## config.mk

```make
export PLATFORM = sky130hd
export DESIGN_NAME = bus_interface_unit
export DESIGN_NICKNAME = d
export VERILOG_FILES = /design/src/rtl/bus_interface_unit.sv
export SDC_FILE = /design/constraint.sdc
export NUM_CORES = 1
export LEC_CHECK = 0
export ABC_AREA = 1
export CORE_UTILIZATION = 30
export CTS_BUF_LIST = sky130_fd_sc_hd__clkbuf_2
export CTS_CLUSTER_SIZE = 16
export DETAILED_ROUTE_END_ITERATION = 7
export PLACE_DENSITY = 0.58
export SYNTH_ARGS = -nofsm -noshare
export SYNTH_HDL_FRONTEND = slang
export SYNTH_SLANG_ARGS = --single-unit
```

## constraint.sdc

```tcl
create_clock -name clk -period 2.5 [get_ports clk]
set_input_delay 0.5 -clock clk [delete_from_list [all_inputs] [get_ports clk]]
set_output_delay 0.5 -clock clk [all_outputs]
set_load 0.005 [all_outputs]
```

## src/rtl/bus_interface_unit.sv

```systemverilog
// bus_interface_unit
//   Runs 8086-style T1..T4 bus cycles (with TW wait states) for one
//   request at a time. Odd-address word accesses become two byte cycles:
//   the odd address on the high lane, then address+1 on the low lane.
//   Every bus and response output is a register.
// Ports
//   clk, rst                  clock, synchronous active-high reset
//   req_valid/req_ready       request handshake; accepted only in IDLE
//   req_addr/write/word/wdata request fields, latched on acceptance
//   rsp_valid/rdata/err       one-cycle completion pulse with read data / timeout
//   mem_addr/ale/rd_n/wr_n    external address, latch enable, strobes
//   mem_bhe_n                 high byte enable (active low)
//   mem_wdata/mem_wdata_oe    steered write data and its drive enable
//   mem_rdata/mem_ready       read data and ready, sampled in T3/TW
module bus_interface_unit #(
    parameter int WAIT_LIMIT = 15,
    parameter int ADDR_W     = 20
) (
    input  logic              clk,
    input  logic              rst,
    input  logic              req_valid,
    output logic              req_ready,
    input  logic [ADDR_W-1:0] req_addr,
    input  logic              req_write,
    input  logic              req_word,
    input  logic [15:0]       req_wdata,
    output logic              rsp_valid,
    output logic [15:0]       rsp_rdata,
    output logic              rsp_err,
    output logic [ADDR_W-1:0] mem_addr,
    output logic              mem_ale,
    output logic              mem_rd_n,
    output logic              mem_wr_n,
    output logic              mem_bhe_n,
    output logic [15:0]       mem_wdata,
    output logic              mem_wdata_oe,
    input  logic [15:0]       mem_rdata,
    input  logic              mem_ready
);
    typedef enum logic [2:0] {S_IDLE, S_T1, S_T2, S_T3, S_T4} state_t;

    localparam int CW = (WAIT_LIMIT < 2) ? 1 : $clog2(WAIT_LIMIT + 1);

    state_t            state_q, state_d;
    logic [ADDR_W-1:0] addr_q, addr_d;
    logic              write_q, write_d, word_q, word_d;
    logic              second_q, second_d, err_q, err_d;
    logic [15:0]       wdata_q, wdata_d, data_q, data_d;
    logic [CW-1:0]     wcnt_q, wcnt_d;

    logic [ADDR_W-1:0] mem_addr_q, mem_addr_d;
    logic              ale_q, ale_d, rd_n_q, rd_n_d, wr_n_q, wr_n_d, bhe_n_q, bhe_n_d;
    logic [15:0]       mwd_q, mwd_d;
    logic              oe_q, oe_d;
    logic              rsp_valid_q, rsp_valid_d, rsp_err_q, rsp_err_d;
    logic [15:0]       rsp_rdata_q, rsp_rdata_d;

    logic              split, last_piece;
    logic [15:0]       steer, cap;

    assign split = word_q & addr_q[0];

    // Lane steering for the piece currently on the bus. Second piece of a
    // split word is always the even address on the low lane.
    always_comb begin
        steer = {8'h00, wdata_q[7:0]};
        cap   = {8'h00, mem_rdata[7:0]};
        if (word_q && !addr_q[0]) begin
            steer = wdata_q;
            cap   = mem_rdata;
        end else if (second_q) begin
            steer = {8'h00, wdata_q[15:8]};
            cap   = {mem_rdata[7:0], data_q[7:0]};
        end else if (addr_q[0]) begin
            steer = {wdata_q[7:0], 8'h00};
            cap   = {data_q[15:8], mem_rdata[15:8]};
        end
    end

    always_comb begin
        state_d     = state_q;
        addr_d      = addr_q;
        write_d     = write_q;
        word_d      = word_q;
        second_d    = second_q;
        err_d       = err_q;
        wdata_d     = wdata_q;
        data_d      = data_q;
        wcnt_d      = wcnt_q;
        mem_addr_d  = mem_addr_q;
        ale_d       = ale_q;
        rd_n_d      = rd_n_q;
        wr_n_d      = wr_n_q;
        bhe_n_d     = bhe_n_q;
        mwd_d       = mwd_q;
        oe_d        = oe_q;
        rsp_valid_d = 1'b0;
        rsp_err_d   = 1'b0;
        rsp_rdata_d = 16'h0000;
        last_piece  = 1'b1;
        unique case (state_q)
            S_IDLE: begin
                if (req_valid) begin
                    addr_d     = req_addr;
                    write_d    = req_write;
                    word_d     = req_word;
                    wdata_d    = req_wdata;
                    second_d   = 1'b0;
                    err_d      = 1'b0;
                    data_d     = 16'h0000;
                    wcnt_d     = '0;
                    mem_addr_d = req_addr;
                    ale_d      = 1'b1;
                    // High lane used by any word and by odd bytes.
                    bhe_n_d    = ~(req_word | req_addr[0]);
                    state_d    = S_T1;
                end
            end
            S_T1: begin
                ale_d   = 1'b0;
                rd_n_d  = write_q;
                wr_n_d  = ~write_q;
                oe_d    = write_q;
                mwd_d   = write_q ? steer : 16'h0000;
                state_d = S_T2;
            end
            S_T2: state_d = S_T3;
            S_T3: begin
                if (mem_ready) begin
                    data_d     = cap;
                    last_piece = ~(split & ~second_q);
                    state_d    = S_T4;
                end else if ((WAIT_LIMIT != 0) && (wcnt_q == CW'(WAIT_LIMIT - 1))) begin
                    err_d   = 1'b1;
                    state_d = S_T4;
                end else begin
                    wcnt_d = wcnt_q + CW'(1);
                end
                // Response registers load on the T3->T4 edge so the pulse
                // lines up with the T4 cycle.
                if (state_d == S_T4) begin
                    rd_n_d      = 1'b1;
                    wr_n_d      = 1'b1;
                    oe_d        = 1'b0;
                    mwd_d       = 16'h0000;
                    rsp_valid_d = last_piece;
                    rsp_err_d   = last_piece & err_d;
                    rsp_rdata_d = (last_piece && !write_q && !err_d) ? data_d : 16'h0000;
                end
            end
            S_T4: begin
                if (split && !second_q && !err_q) begin
                    second_d   = 1'b1;
                    wcnt_d     = '0;
                    mem_addr_d = addr_q + ADDR_W'(1);
                    ale_d      = 1'b1;
                    bhe_n_d    = 1'b1;
                    state_d    = S_T1;
                end else begin
                    state_d = S_IDLE;
                end
            end
            default: state_d = S_IDLE;
        endcase
    end

    always_ff @(posedge clk) begin
        if (rst) begin
            state_q     <= S_IDLE;
            addr_q      <= '0;
            write_q     <= 1'b0;
            word_q      <= 1'b0;
            second_q    <= 1'b0;
            err_q       <= 1'b0;
            wdata_q     <= 16'h0000;
            data_q      <= 16'h0000;
            wcnt_q      <= '0;
            mem_addr_q  <= '0;
            ale_q       <= 1'b0;
            rd_n_q      <= 1'b1;
            wr_n_q      <= 1'b1;
            bhe_n_q     <= 1'b1;
            mwd_q       <= 16'h0000;
            oe_q        <= 1'b0;
            rsp_valid_q <= 1'b0;
            rsp_err_q   <= 1'b0;
            rsp_rdata_q <= 16'h0000;
        end else begin
            state_q     <= state_d;
            addr_q      <= addr_d;
            write_q     <= write_d;
            word_q      <= word_d;
            second_q    <= second_d;
            err_q       <= err_d;
            wdata_q     <= wdata_d;
            data_q      <= data_d;
            wcnt_q      <= wcnt_d;
            mem_addr_q  <= mem_addr_d;
            ale_q       <= ale_d;
            rd_n_q      <= rd_n_d;
            wr_n_q      <= wr_n_d;
            bhe_n_q     <= bhe_n_d;
            mwd_q       <= mwd_d;
            oe_q        <= oe_d;
            rsp_valid_q <= rsp_valid_d;
            rsp_err_q   <= rsp_err_d;
            rsp_rdata_q <= rsp_rdata_d;
        end
    end

    assign req_ready    = (state_q == S_IDLE) & ~rst;
    assign rsp_valid    = rsp_valid_q;
    assign rsp_rdata    = rsp_rdata_q;
    assign rsp_err      = rsp_err_q;
    assign mem_addr     = mem_addr_q;
    assign mem_ale      = ale_q;
    assign mem_rd_n     = rd_n_q;
    assign mem_wr_n     = wr_n_q;
    assign mem_bhe_n    = bhe_n_q;
    assign mem_wdata    = mwd_q;
    assign mem_wdata_oe = oe_q;
endmodule

```

==> results_dict.tcl, run 1 <==
set metrics [dict create \
    critical_path.cell_chain "clkdlybuf4s50_1" \
    grt_use_total 0.177 \
    synthTopCellsByCount "sky130_fd_sc_hd__nand2_1 (192), sky130_fd_sc_hd__dfxtp_1 (122), sky130_fd_sc_hd__a21oi_1 (111)" \
    period_needed_ns 2.19 \
    core_area_sq_um 18700 \
    num-fill-cells 1989 \
    row_count 50 \
    dominant_cell_by_count_in_the_synthesized_netlist "sky130_fd_sc_hd__nand2_1" \
    cts_tree "done" \
    floorplan.initialDensity 0.306 \
    fmax_ghz 0.456 \
    pwr-share-clk 0.309 \
    yosysWarnings 0 \
    max-slew-margin-rel 0.460 \
    outcome "completed" \
    distinct_cells_synth 34 \
    synth_seq_cells 122 \
    cp_data_required_time_ns 2.00 \
    seqCellArea_sq_um 2450 \
    fraction_of_power_consumed_by_combinational_cells 0.201 \
    worst-path-buf-inv 1 \
    drt-initial-drc-count 431 \
    route.antenna.remaining_nets 0 \
    clock-sinks 122 \
    setup_viol_count_final 0 \
    number_of_post_cts_setup_repair_buffers 0 \
    route.vias.total 5651 \
    leakagePower_uw 0.00270 \
    detail_route.wirelength_mm 16.7 \
    clock_path_buffers 2 \
    path_class "flop to primary output" \
    final_layout_size_suffix_gt1_frac 0.0940 \
    dp.final_hpwl_mm 11.9 \
    synth_area_leaders "sky130_fd_sc_hd__dfxtp_1 (43%), sky130_fd_sc_hd__nand2_1 (13%), sky130_fd_sc_hd__a21oi_1 (9.7%), sky130_fd_sc_hd__o21ai_0 (7.5%), sky130_fd_sc_hd__nand3_1 (5.3%)" \
    fin_worst_hold_slack_ns 0.192 \
    start_kind "flop" \
    vias_per_cell 4.83 \
    synth-main-ff-cell "sky130_fd_sc_hd__dfxtp_1" \
    finalWeightedCongestion 0.835 \
    crit_path_end_kind "primary output" \
    drv_slew 0 \
    worstHoldPathType "input pin to flop" \
    p_sw_uw 1430 \
    power.density_cell_area_nw_per_um2 602 \
    avgRoutedWirePerCell_um 14.2 \
    placement.io_buffers 117 \
    postCtsResizedCells 6 \
    clk_pin_slew_worst_paths_ns 0.19 \
    largest_net_degree_at_the_start_of_global_routing 69 \
    total_congestion_overflow_after_global_routing 0 \
    critical_path.max_fanout 2 \
    synth_async_sr_flop_share 0 \
    timing.critical_path.slowest_cell_delay_ns 0.55 \
    post-synth-top-area-cell "sky130_fd_sc_hd__dfxtp_1" \
    setup_repair_after_global_routing_missed_its_margin "no" \
    grt_pass1_vias 5198 \
    critical-path-slowest-cell "sky130_fd_sc_hd__clkdlybuf4s50_1" \
    synth.cell_area_sq_um 5720 \
    synth_top_area_frac 0.427 \
    multi_input_area_sq_um 2860 \
    insertion_delay_ns 0.69 \
    switching_share 0.321 \
    clock_root_buffer "sky130_fd_sc_hd__clkbuf_2" \
    ctsHtreeMaxLevel 4 \
    synthesis.area_per_instance_sq_um 7.02 \
    first_pass_grt_wire_length_mm 27.3 \
    critical_path.top_delay_family "buffers and inverters" \
    num_io_pins 118 \
    syn_nets 877 \
    fin_setup_tns_ns 0 \
    worst-endpoint-arrival_ns 1.69 \
    worst_vdd_rail_ir_drop_mv 0.378 \
    synth_edf_count 0 \
    finalCritPeriodShare 0.877 \
    fin_hold_viols 0 \
    ctsHoldBuffers 0 \
    maxCapViolations 0 \
    drt_pass1_iterations 5 \
    power.internal_uw 3020 \
    seq_power_share 0.490 \
    die_area_sq_um 19600 \
    max_clock_skew_ns 0.0359 \
    die_height_um 140 \
    post_synthesis_cell_count 816 \
    finish.net_count 984 \
    layout-area-overhead-vs-synth_pct 29.3 \
    antenna_violations_before_repair 1 \
    ys_seq_area_frac 0.427 \
    die-width_um 140 \
    drt_drc_violations_left 0 \
    timing_worst_slew_pin_value_ns 0.810 \
    number_of_buffers_created_by_cts 17 \
]
## sequential cells by signal, indices dropped and copies added, names as in the netlist, 3 cells and up
signal     count
addr_q        20
mem_addr      20
data_q        16
mem_wdata     16
rsp_rdata     16
wdata_q       16
wcnt_q         4
state_q        3
## layer usage
layer,up-vias,wire length (um),track usage
met4,0,159,0.0451
met5,-,0,0
met1,2559,8140,0.241
li1,2926,-,-
met2,157,7440,0.275
met3,9,935,0.0462
## metrics by stage
step           power [uW]  utilization  area [sq um]  worst slack (ns)  instances
3_5_place_dp         3120        0.381          7130             0.393       1138
2_1_floorplan        2710            -          5720             0.879        816
4_1_cts              4510        0.395          7400             0.211       1170
3_3_place_gp         3120        0.381          7130             0.405       1138
6_report             4450        0.396          7400             0.307       1171
5_1_grt              4720        0.396          7400             0.124       1171
## final timing paths
check	startpoint	end	slack, ns	depth (start not counted)
setup / recovery	mem_addr[0]$_SDFFE_PP0P_	mem_addr[0]	0.31	1
hold / removal	rst	state_q[1]$_SDFFE_PP0P_	0.19	4
setup reg to reg	second_q$_SDFFE_PP0P_	state_q[0]$_SDFFE_PP0P_	0.52	9
hold reg to reg	mem_wdata[8]$_SDFFE_PP0P_	mem_wdata[8]$_SDFFE_PP0P_	0.47	2
## cell usage in the layout (no fill, tap or decap), types with 3 or more instances in the layout
cell type	n
sky130_fd_sc_hd__nand2_1	192
sky130_fd_sc_hd__dfxtp_1	119
sky130_fd_sc_hd__clkdlybuf4s50_1	115
sky130_fd_sc_hd__a21oi_1	111
sky130_fd_sc_hd__o21ai_0	86
sky130_fd_sc_hd__nand3_1	61
sky130_fd_sc_hd__nor2_1	58
sky130_fd_sc_hd__inv_1	49
sky130_fd_sc_hd__clkbuf_2	18
sky130_fd_sc_hd__buf_4	18
sky130_fd_sc_hd__o211ai_1	16
sky130_fd_sc_hd__nor2_2	12
sky130_fd_sc_hd__inv_2	8
sky130_fd_sc_hd__o21bai_1	8
sky130_fd_sc_hd__nand4_1	6
sky130_fd_sc_hd__xor2_1	6
sky130_fd_sc_hd__o21ai_1	5
sky130_fd_sc_hd__nor3_1	4
sky130_fd_sc_hd__nor2_4	3
sky130_fd_sc_hd__nand2_2	3
sky130_fd_sc_hd__ha_1	3
sky130_fd_sc_hd__inv_6	3
sky130_fd_sc_hd__clkinv_4	3
sky130_fd_sc_hd__bufinv_16	3
## cell type report
type	count	area share
diodes	1	0.000338
clock inverters	14	0.0232
clock buffers	18	0.0122
flip-flops and latches	122	0.331
multi-input cells	588	0.386
repair buffers	136	0.178
well taps	234	0.0396
inverters	58	0.0294
## kinds of logic after synthesis
kind of cell,Yosys count,share of synthesized area
AOI/OAI and AO/OA,233,0.219
adders and majority gates,3,0.00656
xor gates and xnor gates,6,0.00918
buffers and inverters,106,0.0752
DFF,122,0.427
and+or+nand+nor,346,0.264
## power groups by stage
stage | sequential [uW] | combinational [uW] | clock, uW
after floorplan | 2200 | 517 | 0
after global routing | 2200 | 995 | 1520
after detailed placement | 2220 | 899 | 0
after global placement | 2220 | 898 | 0
final | 2180 | 894 | 1380
after CTS | 2180 | 903 | 1430
(Power assumes the default switching activity.)
==> run 2: changes to the inputs <==
- PLACE_DENSITY: 0.58 -> 0.59
- clock period: 2.5 -> 1.8 ns (I/O delays scaled with it)
==> run 2 against run 1 <==
Final area is 4.8% higher. Power is 43% higher. Non-clock buffer count is 33 higher. First-iteration DRC count is 4.2% lower. Utilization is 1.9 points higher. Highest routed layer unchanged. The run now ends with negative setup slack left. Clock-buffer cell count is 2 higher. Global-route usage is 0.30 points higher.
==> results_dict.tcl, run 2 (synthesis results as in run 1) <==
set metrics [dict create \
    outcome "finished with violations" \
    violations_in_the_final_reports "negative setup slack" \
    start_kind "flop" \
    power.internal_uw 4400 \
    timing.critical_path.slowest_cell_delay_ns 0.38 \
    avgRoutedWirePerCell_um 14.1 \
    finalWeightedCongestion 0.855 \
    beginning_of_the_worst_register_to_register_path "state_q[0]$_SDFFE_PP0P_" \
    die_height_um 140 \
    finalCritPeriodShare 1.01 \
    core_area_sq_um 18700 \
    insertion_delay_ns 0.70 \
    hp-start "rst" \
    worst-endpoint-arrival_ns 1.45 \
    worst-path-buf-inv 2 \
    totalPowerFinal_uw 6370 \
    r2r.worst_path.cells 9 \
    dp.final_hpwl_mm 12.0 \
    drt-initial-drc-count 413 \
    critical-path-slowest-cell "sky130_fd_sc_hd__dfxtp_2" \
    clk_pin_slew_worst_paths_ns 0.19 \
    power.density_cell_area_nw_per_um2 821 \
    setup_repair_after_global_routing_missed_its_margin "yes" \
    path_class "flop to primary output" \
    placement.setup.worst_slack_ns -0.0945 \
    die_area_sq_um 19600 \
    switching_share 0.310 \
    worstHoldPathType "input pin to flop" \
    post_place_cells 1164 \
    critical-path-top-cell-by-count "sky130_fd_sc_hd__nor2_4" \
    clock_path_buffers 2 \
    drt_drc_violations_left 0 \
    grt_use_total 0.180 \
    setup.reg_to_reg.worst_slack_ns 0.09 \
    total_congestion_overflow_after_global_routing 0 \
    fraction_of_power_consumed_by_combinational_cells 0.208 \
    antenna_violations_before_repair 1 \
    seqCellArea_sq_um 2510 \
    pwr-share-clk 0.315 \
    largest_net_degree_at_the_start_of_global_routing 42 \
    most_common_cell_after_layout_fill_and_taps_aside "sky130_fd_sc_hd__nand2_1" \
    clock_root_buffer "sky130_fd_sc_hd__clkbuf_2" \
    route.antenna.remaining_nets 0 \
    fin_hold_viols 0 \
    p_sw_uw 1970 \
    num_io_pins 118 \
    maxCapViolations 0 \
    worst_vdd_rail_ir_drop_mv 0.358 \
    most-common-layout-cells "sky130_fd_sc_hd__nand2_1 (191), sky130_fd_sc_hd__a21oi_1 (111), sky130_fd_sc_hd__o21ai_0 (86)" \
    first_pass_grt_wire_length_mm 27.8 \
    vias_per_cell 4.92 \
    setup.worst_path.start "state_q[1]$_SDFFE_PP0P_" \
    number_of_buffers_created_by_cts 17 \
    ctsHoldBuffers 0 \
    finish.net_count 1017 \
    num-fill-cells 1968 \
    row_count 50 \
    ctsHtreeMaxLevel 4 \
    layout-area-overhead-vs-synth_pct 35.5 \
    seq_power_share 0.476 \
    multi_input_area_sq_um 2880 \
    route.vias.total 5929 \
    final_layout_size_suffix_gt1_frac 0.175 \
    crit_path_end_kind "primary output" \
    worstSetupEndpoint "req_ready" \
    max-slew-margin-rel 0.682 \
    r2r_end "mem_addr[6]$_SDFFE_PP0P_" \
    critical_path.max_fanout 2 \
    critical_path.top_delay_family "flip-flops" \
    period_needed_ns 1.81 \
    timing_worst_slew_pin_value_ns 0.477 \
    fmax_ghz 0.552 \
    floorplan.initialDensity 0.306 \
    setup_viol_count_final 1 \
    fin_cells 1204 \
    cts_tree "done" \
    drt_pass1_iterations 5 \
    placement.io_buffers 117 \
    cp_data_required_time_ns 1.44 \
    critical_path_cell_count 4 \
    post_layout_worst_setup_margin_ns -0.0111 \
    detail_route.wirelength_mm 16.9 \
    max_clock_skew_ns 0.0268 \
    fin_setup_tns_ns -0.0111 \
    die-width_um 140 \
    grt_pass1_vias 5448 \
    critical_path.cell_chain "nor2_4, inv_2, nor2_4, buf_2" \
    drv_slew 0 \
    clock-sinks 122 \
    leakagePower_uw 0.00316 \
]
==> run 2: cell count changes in the layout (fill, tap and decap cells not counted), moves of 2 or more <==
cell	delta
sky130_fd_sc_hd__clkdlybuf4s50_1	-59
sky130_fd_sc_hd__dlygate4sd2_1	+57
sky130_fd_sc_hd__dfxtp_1	-44
sky130_fd_sc_hd__dfxtp_2	+43
sky130_fd_sc_hd__buf_4	+26
sky130_fd_sc_hd__buf_12	+6
sky130_fd_sc_hd__inv_2	-4
sky130_fd_sc_hd__inv_4	+3
sky130_fd_sc_hd__clkbuf_2	+2
sky130_fd_sc_hd__clkinv_4	-2
sky130_fd_sc_hd__clkinvlp_4	+2
sky130_fd_sc_hd__inv_6	-2
sky130_fd_sc_hd__nor2_1	-2
sky130_fd_sc_hd__nor2_4	+2
==> run 2: final cells by class <==
type	instances	area share
diodes	1	0.000323
clock buffers	20	0.0129
clock inverters	12	0.0224
inverters	58	0.0297
multi-input cells	588	0.371
flip-flops and latches	122	0.323
well taps	234	0.0378
repair buffers	169	0.202
==> run 2: worst min path at each step <==
stage                               end  cells past startpoint
3_5_place_dp    data_q[10]$_SDFFE_PP0P_                      2
4_1_cts         state_q[1]$_SDFFE_PP0P_                      4
2_1_floorplan  wdata_q[10]$_SDFFE_PP0P_                      2
6_report        state_q[1]$_SDFFE_PP0P_                      4
5_1_grt         state_q[1]$_SDFFE_PP0P_                      4
3_3_place_gp    data_q[11]$_SDFFE_PP0P_                      2
==> run 2: power by group through the flow <==
| stage | combinational [uW] | sequential [uW] | clock [uW] |
|---|---|---|---|
| after floorplan | 718 | 3050 | 0 |
| after global placement | 1340 | 3080 | 0 |
| after detailed placement | 1350 | 3080 | 0 |
| after CTS | 1320 | 3030 | 2080 |
| after global routing | 1480 | 3060 | 2180 |
| final | 1330 | 3030 | 2010 |
==> run 2: stage by stage <==
step,cell area [sq um],hold WS [ns],utilization
3_3_place_gp,7400,0.451,0.395
4_1_cts,7710,0.0202,0.412
2_1_floorplan,5720,0.440,-
5_1_grt,7750,0.0224,0.415
3_5_place_dp,7400,0.455,0.395
6_report,7750,0.0694,0.415
==> run 2: worst register-to-register path, delay by kind of cell, from the launching register on <==
family | cells | cell delay [ns]
DFF | 1 | 0.38
buffers and inverters | 2 | 0.37
AOI/OAI and AO/OA | 2 | 0.14
and+or+nand+nor | 5 | 0.70
==> run 2: metal layers <==
layer,track usage,vias up,wire [um]
met5,0,-,0
met4,0.0630,0,275
met3,0.0427,20,1090
met2,0.294,181,7880
met1,0.230,2729,7710
li1,-,2999,-
==> run 2: timing repair <==
| item | 4_1_cts | 5_1_grt |
|---|---|---|
| buffers inserted | 5 | 2 |
| pin swaps | 1 | 2 |
| hold endpoints to repair | 0 | 0 |
| endpoints found under the setup margin | 60 | 46 |
| gates resized for setup | 115 | 14 |
==> run 3: changes to the inputs <==
==> constraint.sdc (replaced) <==
create_clock -name clk -period 1.8 [get_ports clk]
set_input_delay 0.36 -clock clk [delete_from_list [all_inputs] [get_ports clk]]
set_output_delay 0.36 -clock clk [all_outputs]
set_load 0.02 [all_outputs]
==> run 3 against run 2 <==
The flow still finishes with violations (negative setup slack). Critical path depth is the same. Final area decreased by 0.44%. Combinational power is 8% higher. Clock power is 23% lower. Sequential power barely moved. Setup slack worse by 0.044 ns. Largest cell class unchanged. Maximum frequency shrank 2.3%. Clock-buffer cell count decreased by 2. Utilization is 0.18 points lower. Critical endpoint unchanged. Via count decreased by 3.3%.
==> results_dict.tcl, run 3 (synthesis results as in run 1) <==
set metrics [dict create \
    finalInstanceArea_sq_um 7720 \
    total_congestion_overflow_after_global_routing 0 \
    setup_repair_after_global_routing_missed_its_margin "yes" \
    fmax_ghz 0.539 \
    detailed_place.area_sq_um 7400 \
    cts_tree "done" \
    route.vias.total 5732 \
    finish.net_count 1020 \
    avgRoutedWirePerCell_um 13.8 \
    cp_data_required_time_ns 1.44 \
    finalWeightedCongestion 0.829 \
    dp.final_hpwl_mm 11.8 \
    core_area_sq_um 18700 \
    drt_pass1_iterations 5 \
    violations_in_the_final_reports "negative setup slack" \
    drt-initial-drc-count 379 \
    setup_viol_count_final 1 \
    grt_use_total 0.176 \
    leakagePower_uw 0.00295 \
    number_of_buffers_created_by_cts 17 \
    period_needed_ns 1.85 \
    worst-endpoint-arrival_ns 1.49 \
    most_common_cell_after_layout_fill_and_taps_aside "sky130_fd_sc_hd__nand2_1" \
    worst_vdd_rail_ir_drop_mv 0.305 \
    postLayoutCoreUtil 0.413 \
    clk_pin_slew_worst_paths_ns 0.19 \
    finalCritPeriodShare 1.03 \
    num_io_pins 118 \
    critical_path.max_fanout 4 \
    row_count 50 \
    dr_wl_met3_um 937 \
    ctsHtreeMaxLevel 4 \
    layout-area-overhead-vs-synth_pct 34.9 \
    placement.setup.worst_slack_ns -0.126 \
    max-slew-margin-rel 0.465 \
    antenna_violations_before_repair 2 \
    most-common-layout-cells "sky130_fd_sc_hd__nand2_1 (191), sky130_fd_sc_hd__a21oi_1 (111), sky130_fd_sc_hd__dfxtp_1 (87)" \
    maxCapViolations 0 \
    totalPowerFinal_uw 6010 \
    clock_root_buffer "sky130_fd_sc_hd__clkbuf_2" \
    insertion_delay_ns 0.70 \
    crit_path_end_kind "primary output" \
    max_clock_skew_ns 0.0272 \
    detail_route.wirelength_mm 16.7 \
    start_kind "flop" \
    floorplan.initialDensity 0.306 \
    worstHoldPathType "input pin to flop" \
    largest_net_degree_at_the_start_of_global_routing 69 \
    ctsHoldBuffers 0 \
    met2WireLength_mm 7.74 \
    post_layout_worst_setup_margin_ns -0.0546 \
    die-width_um 140 \
    drt_drc_violations_left 0 \
    outcome "finished with violations" \
    fin_setup_tns_ns -0.0546 \
    path_class "flop to primary output" \
    placement.io_buffers 117 \
    final_layout_size_suffix_gt1_frac 0.221 \
    fin_hold_viols 0 \
    grt_pass1_vias 5274 \
    top_signal_layer_used "met4" \
    die_height_um 140 \
    power.density_cell_area_nw_per_um2 778 \
    clock_path_buffers 2 \
    timing_worst_slew_pin_value_ns 0.802 \
    route.antenna.remaining_nets 0 \
    drv_slew 0 \
    die_area_sq_um 19600 \
    first_pass_grt_wire_length_mm 27.2 \
    num-fill-cells 2001 \
    met1Wirelength_mm 7.80 \
    vias_per_cell 4.75 \
    clock-sinks 122 \
]
==> run 3: cell count changes in the layout (fill, tap and decap cells not counted), moves of 2 or more <==
cell / delta
sky130_fd_sc_hd__buf_6: +2
sky130_fd_sc_hd__buf_4: +2
sky130_fd_sc_hd__dfxtp_1: +12
sky130_fd_sc_hd__buf_2: +8
sky130_fd_sc_hd__dlygate4sd2_1: -57
sky130_fd_sc_hd__clkbuf_2: +6
sky130_fd_sc_hd__clkdlybuf4s15_1: +3
sky130_fd_sc_hd__clkdlybuf4s15_2: +37
sky130_fd_sc_hd__bufinv_16: -3
sky130_fd_sc_hd__inv_4: -3
sky130_fd_sc_hd__inv_2: +3
sky130_fd_sc_hd__dfxtp_2: -12
sky130_fd_sc_hd__clkinv_2: +3
==> run 3: timing repair <==
action | in CTS | in global routing
endpoints found under the setup margin | 60 | 67
gates resized for setup | 175 | 60
buffers inserted | 0 | 10
pin swaps | 0 | 4
==> run 3: final cells by class <==
cell class / count / area (sq um) / share of cell area
diodes: 2 / 5.00 / 0.000648
repair buffers: 172 / 1640 / 0.212
inverters: 58 / 219 / 0.0284
multi-input cells: 588 / 2880 / 0.374
clock buffers: 18 / 90.1 / 0.0117
clock inverters: 12 / 104 / 0.0135
well taps: 234 / 293 / 0.0379
flip-flops and latches: 122 / 2490 / 0.323
==> run 3: through the flow <==
stage / hold slack [ns] / instances
finish: 0.167 / 1206
CTS: 0.0818 / 1194
detailed placement: 0.454 / 1164
global placement: 0.451 / 1164
global route: 0.117 / 1206
floorplan: 0.440 / 816
==> run 3: path summary, 6_finish.rpt <==
kind,endpoint,cells after the start,slack [ns],start
max,req_ready,4,-0.05,state_q[2]$_SDFFE_PP0P_
min,state_q[1]$_SDFFE_PP0P_,5,0.17,rst
max reg2reg,mem_addr[6]$_SDFFE_PP0P_,9,0.16,state_q[0]$_SDFFE_PP0P_
min reg2reg,data_q[12]$_SDFFE_PP0P_,2,0.48,data_q[12]$_SDFFE_PP0P_
==> run 3: critical path: stages (launching register included) <==
cell,delay [ns]
sky130_fd_sc_hd__dfxtp_4,0.39
sky130_fd_sc_hd__inv_2,0.07
sky130_fd_sc_hd__nand2_1,0.09
sky130_fd_sc_hd__nor2_4,0.11
sky130_fd_sc_hd__buf_6,0.12
==> run 3: routing by layer <==
metal,vias to the layer above,track usage
li1,3003,-
met5,-,0
met2,145,0.286
met3,16,0.0407
met1,2568,0.229
met4,0,0.0619
==> run 3: power by group <==
group	leakage (uW)	internal, uW	switching (uW)
registers	0.00101	2890	135
logic	0.00182	596	836
clock network	0.000122	481	1060
